==> config.mk <==
export PLATFORM = sky130hd
export DESIGN_NAME = edge_pixel_writer
export DESIGN_NICKNAME = d
export VERILOG_FILES = /design/src/rtl/edge_pixel_writer.sv
export SDC_FILE = /design/constraint.sdc
export NUM_CORES = 1
export LEC_CHECK = 0
export ABC_CLOCK_PERIOD_IN_PS = 20600
export CELL_PAD_IN_SITES_DETAIL_PLACEMENT = 2
export CELL_PAD_IN_SITES_GLOBAL_PLACEMENT = 2
export CORE_MARGIN = 2
export CORE_UTILIZATION = 48
export DETAILED_ROUTE_END_ITERATION = 7
export HOLD_SLACK_MARGIN = 0.02
export PLACE_DENSITY_LB_ADDON = 0.08
export SLEW_MARGIN = 20
export SYNTH_ARGS = -nofsm -noshare
export SYNTH_HDL_FRONTEND = slang
export SYNTH_SLANG_ARGS = --single-unit
==> constraint.sdc <==
create_clock -name clk_i -period 20.6 [get_ports clk_i]
set_clock_uncertainty 0.1 [all_clocks]
set_input_delay 4.12 -clock clk_i [delete_from_list [all_inputs] [get_ports clk_i]]
set_output_delay 4.12 -clock clk_i [all_outputs]
set_load 0.02 [all_outputs]
==> src/rtl/edge_pixel_writer.sv <==
// Packs the processed 8-bit pixel stream four pixels per 32-bit word, queues
// the words in a small FIFO and writes them to the frame buffer through an
// Avalon-MM write master. Reports busy, done and a sticky overflow flag.
module edge_pixel_writer #(
  parameter int IMG_X_SIZE = 100,
  parameter int IMG_Y_SIZE = 100,
  parameter int FIFO_DEPTH = 8
) (
  input  logic        clk_i,
  input  logic        rst_i,
  input  logic        start_i,
  input  logic [31:0] base_addr_i,
  input  logic [7:0]  pixel_i,
  input  logic        pixel_valid_i,
  output logic [31:0] avm_address_o,
  output logic        avm_write_o,
  output logic [31:0] avm_writedata_o,
  output logic [3:0]  avm_byteenable_o,
  input  logic        avm_waitrequest_i,
  output logic        busy_o,
  output logic        done_o,
  output logic        overflow_o
);

  localparam int N  = IMG_X_SIZE * IMG_Y_SIZE;
  localparam int CW = $clog2(N + 1);
  localparam int AW = $clog2(FIFO_DEPTH);
  localparam logic [CW-1:0] LAST_PIX = CW'(N - 1);
  localparam logic [AW:0]   DEPTH_C  = (AW + 1)'(FIFO_DEPTH);

  typedef enum logic [1:0] {IDLE, RUN, DRAIN} state_t;

  state_t        state_q, state_d;
  logic [31:0]   base_q;
  logic [CW-1:0] pix_cnt_q;
  logic [CW-1:0] word_idx_q;
  logic [31:0]   pack_data_q;
  logic [3:0]    pack_be_q;
  logic          overflow_q;

  logic [AW-1:0] wr_ptr_q, rd_ptr_q;
  logic [AW:0]   count_q;
  logic [31:0]   mem_addr_q [FIFO_DEPTH];
  logic [31:0]   mem_data_q [FIFO_DEPTH];
  logic [3:0]    mem_be_q   [FIFO_DEPTH];

  logic        pix_accept, last_pix, push, push_ok, pop, drop;
  logic        fifo_empty, fifo_full, start_ok;
  logic [1:0]  lane;
  logic [31:0] merged_data, push_addr;
  logic [3:0]  merged_be;

  assign start_ok   = (state_q == IDLE) && start_i;
  assign pix_accept = (state_q == RUN) && pixel_valid_i;
  assign lane       = pix_cnt_q[1:0];
  assign last_pix   = (pix_cnt_q == LAST_PIX);
  // A word leaves the packer when lane 3 fills or the frame's last pixel lands.
  assign push       = pix_accept && ((lane == 2'd3) || last_pix);
  assign fifo_empty = (count_q == '0);
  assign fifo_full  = (count_q == DEPTH_C);
  assign pop        = !fifo_empty && !avm_waitrequest_i;
  // A full FIFO still takes the word if the head leaves in the same cycle.
  assign push_ok    = push && (!fifo_full || pop);
  assign drop       = push && fifo_full && !pop;
  assign push_addr  = base_q + (32'(word_idx_q) << 2);

  // Packing register contents including the pixel arriving this cycle.
  for (genvar gi = 0; gi < 4; gi++) begin : g_lane
    assign merged_data[8*gi +: 8] = (lane == 2'(gi)) ? pixel_i : pack_data_q[8*gi +: 8];
    assign merged_be[gi]          = pack_be_q[gi] | (lane == 2'(gi));
  end

  // Next-state and status decode; done is the single DRAIN cycle with an empty FIFO.
  always_comb begin
    state_d = state_q;
    busy_o  = 1'b0;
    done_o  = 1'b0;
    unique case (state_q)
      IDLE: if (start_i) state_d = RUN;
      RUN: begin
        busy_o = 1'b1;
        if (pix_accept && last_pix) state_d = DRAIN;
      end
      DRAIN: begin
        if (fifo_empty) begin
          done_o  = 1'b1;
          state_d = IDLE;
        end else begin
          busy_o = 1'b1;
        end
      end
      default: state_d = IDLE;
    endcase
  end

  // FSM state register.
  always_ff @(posedge clk_i or negedge rst_i) begin
    if (!rst_i) state_q <= IDLE;
    else        state_q <= state_d;
  end

  // Frame bookkeeping and packer; word_idx advances even for dropped words.
  always_ff @(posedge clk_i or negedge rst_i) begin
    if (!rst_i) begin
      base_q      <= '0;
      pix_cnt_q   <= '0;
      word_idx_q  <= '0;
      pack_data_q <= '0;
      pack_be_q   <= '0;
      overflow_q  <= 1'b0;
    end else begin
      if (start_ok) begin
        base_q      <= base_addr_i;
        pix_cnt_q   <= '0;
        word_idx_q  <= '0;
        pack_data_q <= '0;
        pack_be_q   <= '0;
        overflow_q  <= 1'b0;
      end else if (pix_accept) begin
        pix_cnt_q <= pix_cnt_q + 1'b1;
        if (push) begin
          pack_data_q <= '0;
          pack_be_q   <= '0;
          word_idx_q  <= word_idx_q + 1'b1;
        end else begin
          pack_data_q <= merged_data;
          pack_be_q   <= merged_be;
        end
      end
      if (drop) overflow_q <= 1'b1;
    end
  end

  // FIFO pointers and occupancy.
  always_ff @(posedge clk_i or negedge rst_i) begin
    if (!rst_i) begin
      wr_ptr_q <= '0;
      rd_ptr_q <= '0;
      count_q  <= '0;
    end else begin
      if (push_ok) wr_ptr_q <= wr_ptr_q + 1'b1;
      if (pop)     rd_ptr_q <= rd_ptr_q + 1'b1;
      if (push_ok && !pop)      count_q <= count_q + 1'b1;
      else if (!push_ok && pop) count_q <= count_q - 1'b1;
    end
  end

  // FIFO storage; contents are meaningless while the slot is not occupied.
  always_ff @(posedge clk_i) begin
    if (push_ok) begin
      mem_addr_q[wr_ptr_q] <= push_addr;
      mem_data_q[wr_ptr_q] <= merged_data;
      mem_be_q[wr_ptr_q]   <= merged_be;
    end
  end

  // Head entry drives the bus; held while the slave stalls, zero when idle.
  assign avm_write_o      = !fifo_empty;
  assign avm_address_o    = fifo_empty ? 32'h0 : mem_addr_q[rd_ptr_q];
  assign avm_writedata_o  = fifo_empty ? 32'h0 : mem_data_q[rd_ptr_q];
  assign avm_byteenable_o = fifo_empty ? 4'h0  : mem_be_q[rd_ptr_q];
  assign overflow_o       = overflow_q;

endmodule
==> summary.md <==
| Metric | Value |
|---|---|
| Status | finished clean |
| Endpoints failing setup | 0 |
| Average cell area after synthesis | 17.6 sq um |
| Worst vdd rail ir drop | 0.0000834 V |
| Chip height | 240 microns |
| Num Clock Sinks | 653 |
| Number of port buffers | 116 |
| Worst Hold Slack | 400 ps |
| Cells after synthesis | 1513 |
| Share of cells above drive strength 1 | 18.9% |
| Root buffer cell | clkbuf_16 |
| Cells along the critical path | buf_16, buf_4, mux4_2, mux2i_1, nor2_1, clkdlybuf4s50_1 |
| Starting density of the core | 48.5% |
| Number of detailed-routing iterations run before antenna repair | 5 |
| Net count after synthesis | 1589 |
| Peak Freq | 117 MHz |
| Count of flip-flops with a built-in enable after synthesis | 544 |
| Cell area power density | 145 nW/um^2 |
| Length of routed met2 wiring | 40000 microns |
| Final number of max-transition violations | 0 |
| Pin count of the biggest net entering global routing | 69 |
| Setup crit start kind | flop |
| Number of standard-cell rows in the floorplan | 86 |
| Final core area utilization | 56.3% |
| Clock period minus final worst setup slack | 8560 ps |
| Via count of the first global-routing pass | 16500 |
| Delay of the slowest cell on the worst path | 740 ps |
| Portion of synthesized cell area occupied by the leading cell type | 61.2% |
| Crit path max-delay cell type | buf_4 |
| Top post-synthesis cells by area | edfxtp_1, mux4_2, dfrtp_1 |
| Min-Delay Path Class | flop to flop |
| Number of clock buffers inserted by TritonCTS | 69 |
| Max-slew headroom at the worst pin | 23.3% |
| Leakage power summed over all cells | 11.0 nW |
| Tightest Pin Transition | 1140 ps |
| Length of routed met3 wiring | 3540 microns |
| Uppermost layer routed | met5 |
| Number of endpoints with negative hold slack in the final report | 0 |
| Fraction of registers with async set/reset | 16.7% |
| Post-detailed-route DRC marker count | 0 |
| Prevailing post-synth register cell | edfxtp_1 |
| Data required time of the worst path | 16380 ps |
| Antenna viol nets, final | 0 |
| Number of antenna diodes | 0 |
| GRT Overall Usage | 27.6% |
| Source-to-sink clock delay at the later pin of the worst-skew pair | 600 ps |
| CTS Hold Bufs | 0 |
| Total via count after detailed routing | 14800 |
| Via count normalized by instance count | 6.01 |
| Aggregate global routing overflow | 0 |
| Avg WL per Cell | 31.5 microns |
| Reg-to-reg slack, setup | 15910 ps |
| Largest area contributor in the netlist | edfxtp_1 |
| Critical Path Sink Type | output port |
| WL final | 77300 microns |
| Number of buffers inserted by post-CTS setup repair | 0 |
| Warnings, synthesis | 0 |
| First-pass GRT wire length | 113000 microns |
| GPL Wtd Cong | 0.734 |
| Overall power after layout | 4.51 mW |
| Max-cap violations | 0 |
| Critical Path AT | 4340 ps |
| Post-synthesis sequential area ratio | 71.4% |
| Crit path max fanout | 42 |
| Wl on met1 | 31200 microns |
| Num ports | 117 |
| Estimated wirelength of the detail-placed design | 45100 microns |
| Placeable core region | 55100 sq um |
| Initial detailed-routing violation count | 1071 |
| CTS tree | yes |
| Unrepaired setup endpoints after global routing | false |
| Die area | 57500 sq um |
| #FFs+latches synth | 653 |
| # fillers | 4782 |
| CTS clk-pin slew, worst paths | 60 ps |
| Number of antenna violations at the first check in global routing | 1 |
| Number of instances resized during post-cts repair | 0 |
| Share of the clock period used by the worst path | 41.5% |
| Growth of design area from synthesis to finish | 16.2% |
| Setup TNS | 0 ps |
| Clock tree buffer depth | 3 |
| Area of the mapped netlist | 26700 sq um |
| Library cells used by synthesis | 55 |
| Critical path class | flop to output port |
| Max H-tree Level | 3 |
| Layout net count | 1725 |
| Die extent in x | 240 microns |
==> cell families after synthesis <==
family	share of synthesized area, %
buf+inv	1.41
flops	71.4
simple gates	5.65
xor+xnor	1.61
compound gates	2.79
fa+ha+maj	1.51
mux	15.6
==> sequential cells by signal, summed over array words and instances (netlist names) <==
signal       flops
pix_cnt_q       14
mem_be_q        32
word_idx_q      14
wr_ptr_q         3
pack_data_q     32
rd_ptr_q         3
count_q          4
mem_addr_q     256
overflow_o       1
pack_be_q        4
mem_data_q     256
state_q          2
base_q          32
==> metrics by stage <==
stage	setup slack [ps]	std cells	instance area [sq um]
global route	11800	2453	31000
floorplan	10470	1513	26700
global placement	12430	2325	28700
finish	12040	2453	31000
CTS	11760	2452	31000
detailed placement	12440	2325	28800
==> power by group <==
part           leakage [nW]  internal (mW)  switching [mW]
clock network          1.10          0.728           0.527
logic                  3.59          0.642           0.873
registers              6.36           1.63           0.117
==> synth_stat cells, types with 2 or more instances <==
cell type and count:
a211o_1 5, a211oi_1 2, a21boi_0 2, a21o_1 7, a21oi_1 23, a22o_1 24, a31o_2 2, a31oi_1 5
and2_1 5, and3_1 22, buf_1 14, buf_2 19, clkbuf_1 43, dfrtp_1 109, edfxtp_1 544, fa_1 2
ha_1 29, inv_1 14, mux2_2 36, mux2i_1 69, mux4_2 136, nand2_1 131, nand2b_1 4, nand3_1 24
nand4_1 8, nor2_1 113, nor2b_1 3, nor3_1 11, nor4_1 4, o211ai_1 2, o21a_1 4, o21ai_0 15
o311ai_0 3, o31a_1 3, or2_2 5, or3_1 5, xnor2_1 25, xor2_1 24
==> final cells by class <==
class	count	area, sq um	share of cell area (%)
Inverter	15	56.3	0.181
Sequential cell	653	19100	61.5
Clock inverter	29	302	0.972
Multi-Input combinational cell	768	7320	23.6
Clock buffer	98	1950	6.28
Tap cell	748	936	3.02
Timing Repair Buffer	142	1390	4.49
==> worst max-delay path, delay by kind of cell (launching register included) <==
family	cells	cell delay [ps]
and+or+nand+nor	1	120
DFF	1	700
buffers and inverters	3	1600
muxes	2	1200
==> placed cells by master, fill, tap and decap left out, drive strengths merged, types with 27 or more instances in the layout <==
cell           synthesis  final
nand2                131    131
mux4                 136    136
buf                   34     27
mux2i                 69     69
nor2                 113    113
mux2                  37     37
dfrtp                109    109
clkbuf                43     98
clkdlybuf4s50          0    115
ha                    29     29
edfxtp               544    544
==> layer usage <==
metal,track usage [%],vias up
li1,-,6173
met1,35.5,7962
met2,47.7,468
met3,4.62,146
met4,9.30,2
met5,0,-
==> path summary, 6_finish.rpt <==
kind                                                to  depth (start not counted)                      from
min in group asynchronous       base_q[25]$_DFFE_PN0P_                          1                     rst_i
min reg2reg                      base_q[9]$_DFFE_PN0P_                          2     base_q[9]$_DFFE_PN0P_
max in group asynchronous      rd_ptr_q[1]$_DFFE_PN0N_                          2                     rst_i
max reg2reg                mem_data_q[3][11]$_DFFE_PP_                          7  pix_cnt_q[0]$_DFFE_PN0P_
min                              base_q[9]$_DFFE_PN0P_                          2     base_q[9]$_DFFE_PN0P_
max                                avm_writedata_o[30]                          6   rd_ptr_q[0]$_DFFE_PN0N_
Note: power is estimated with default switching activity, not from simulation.
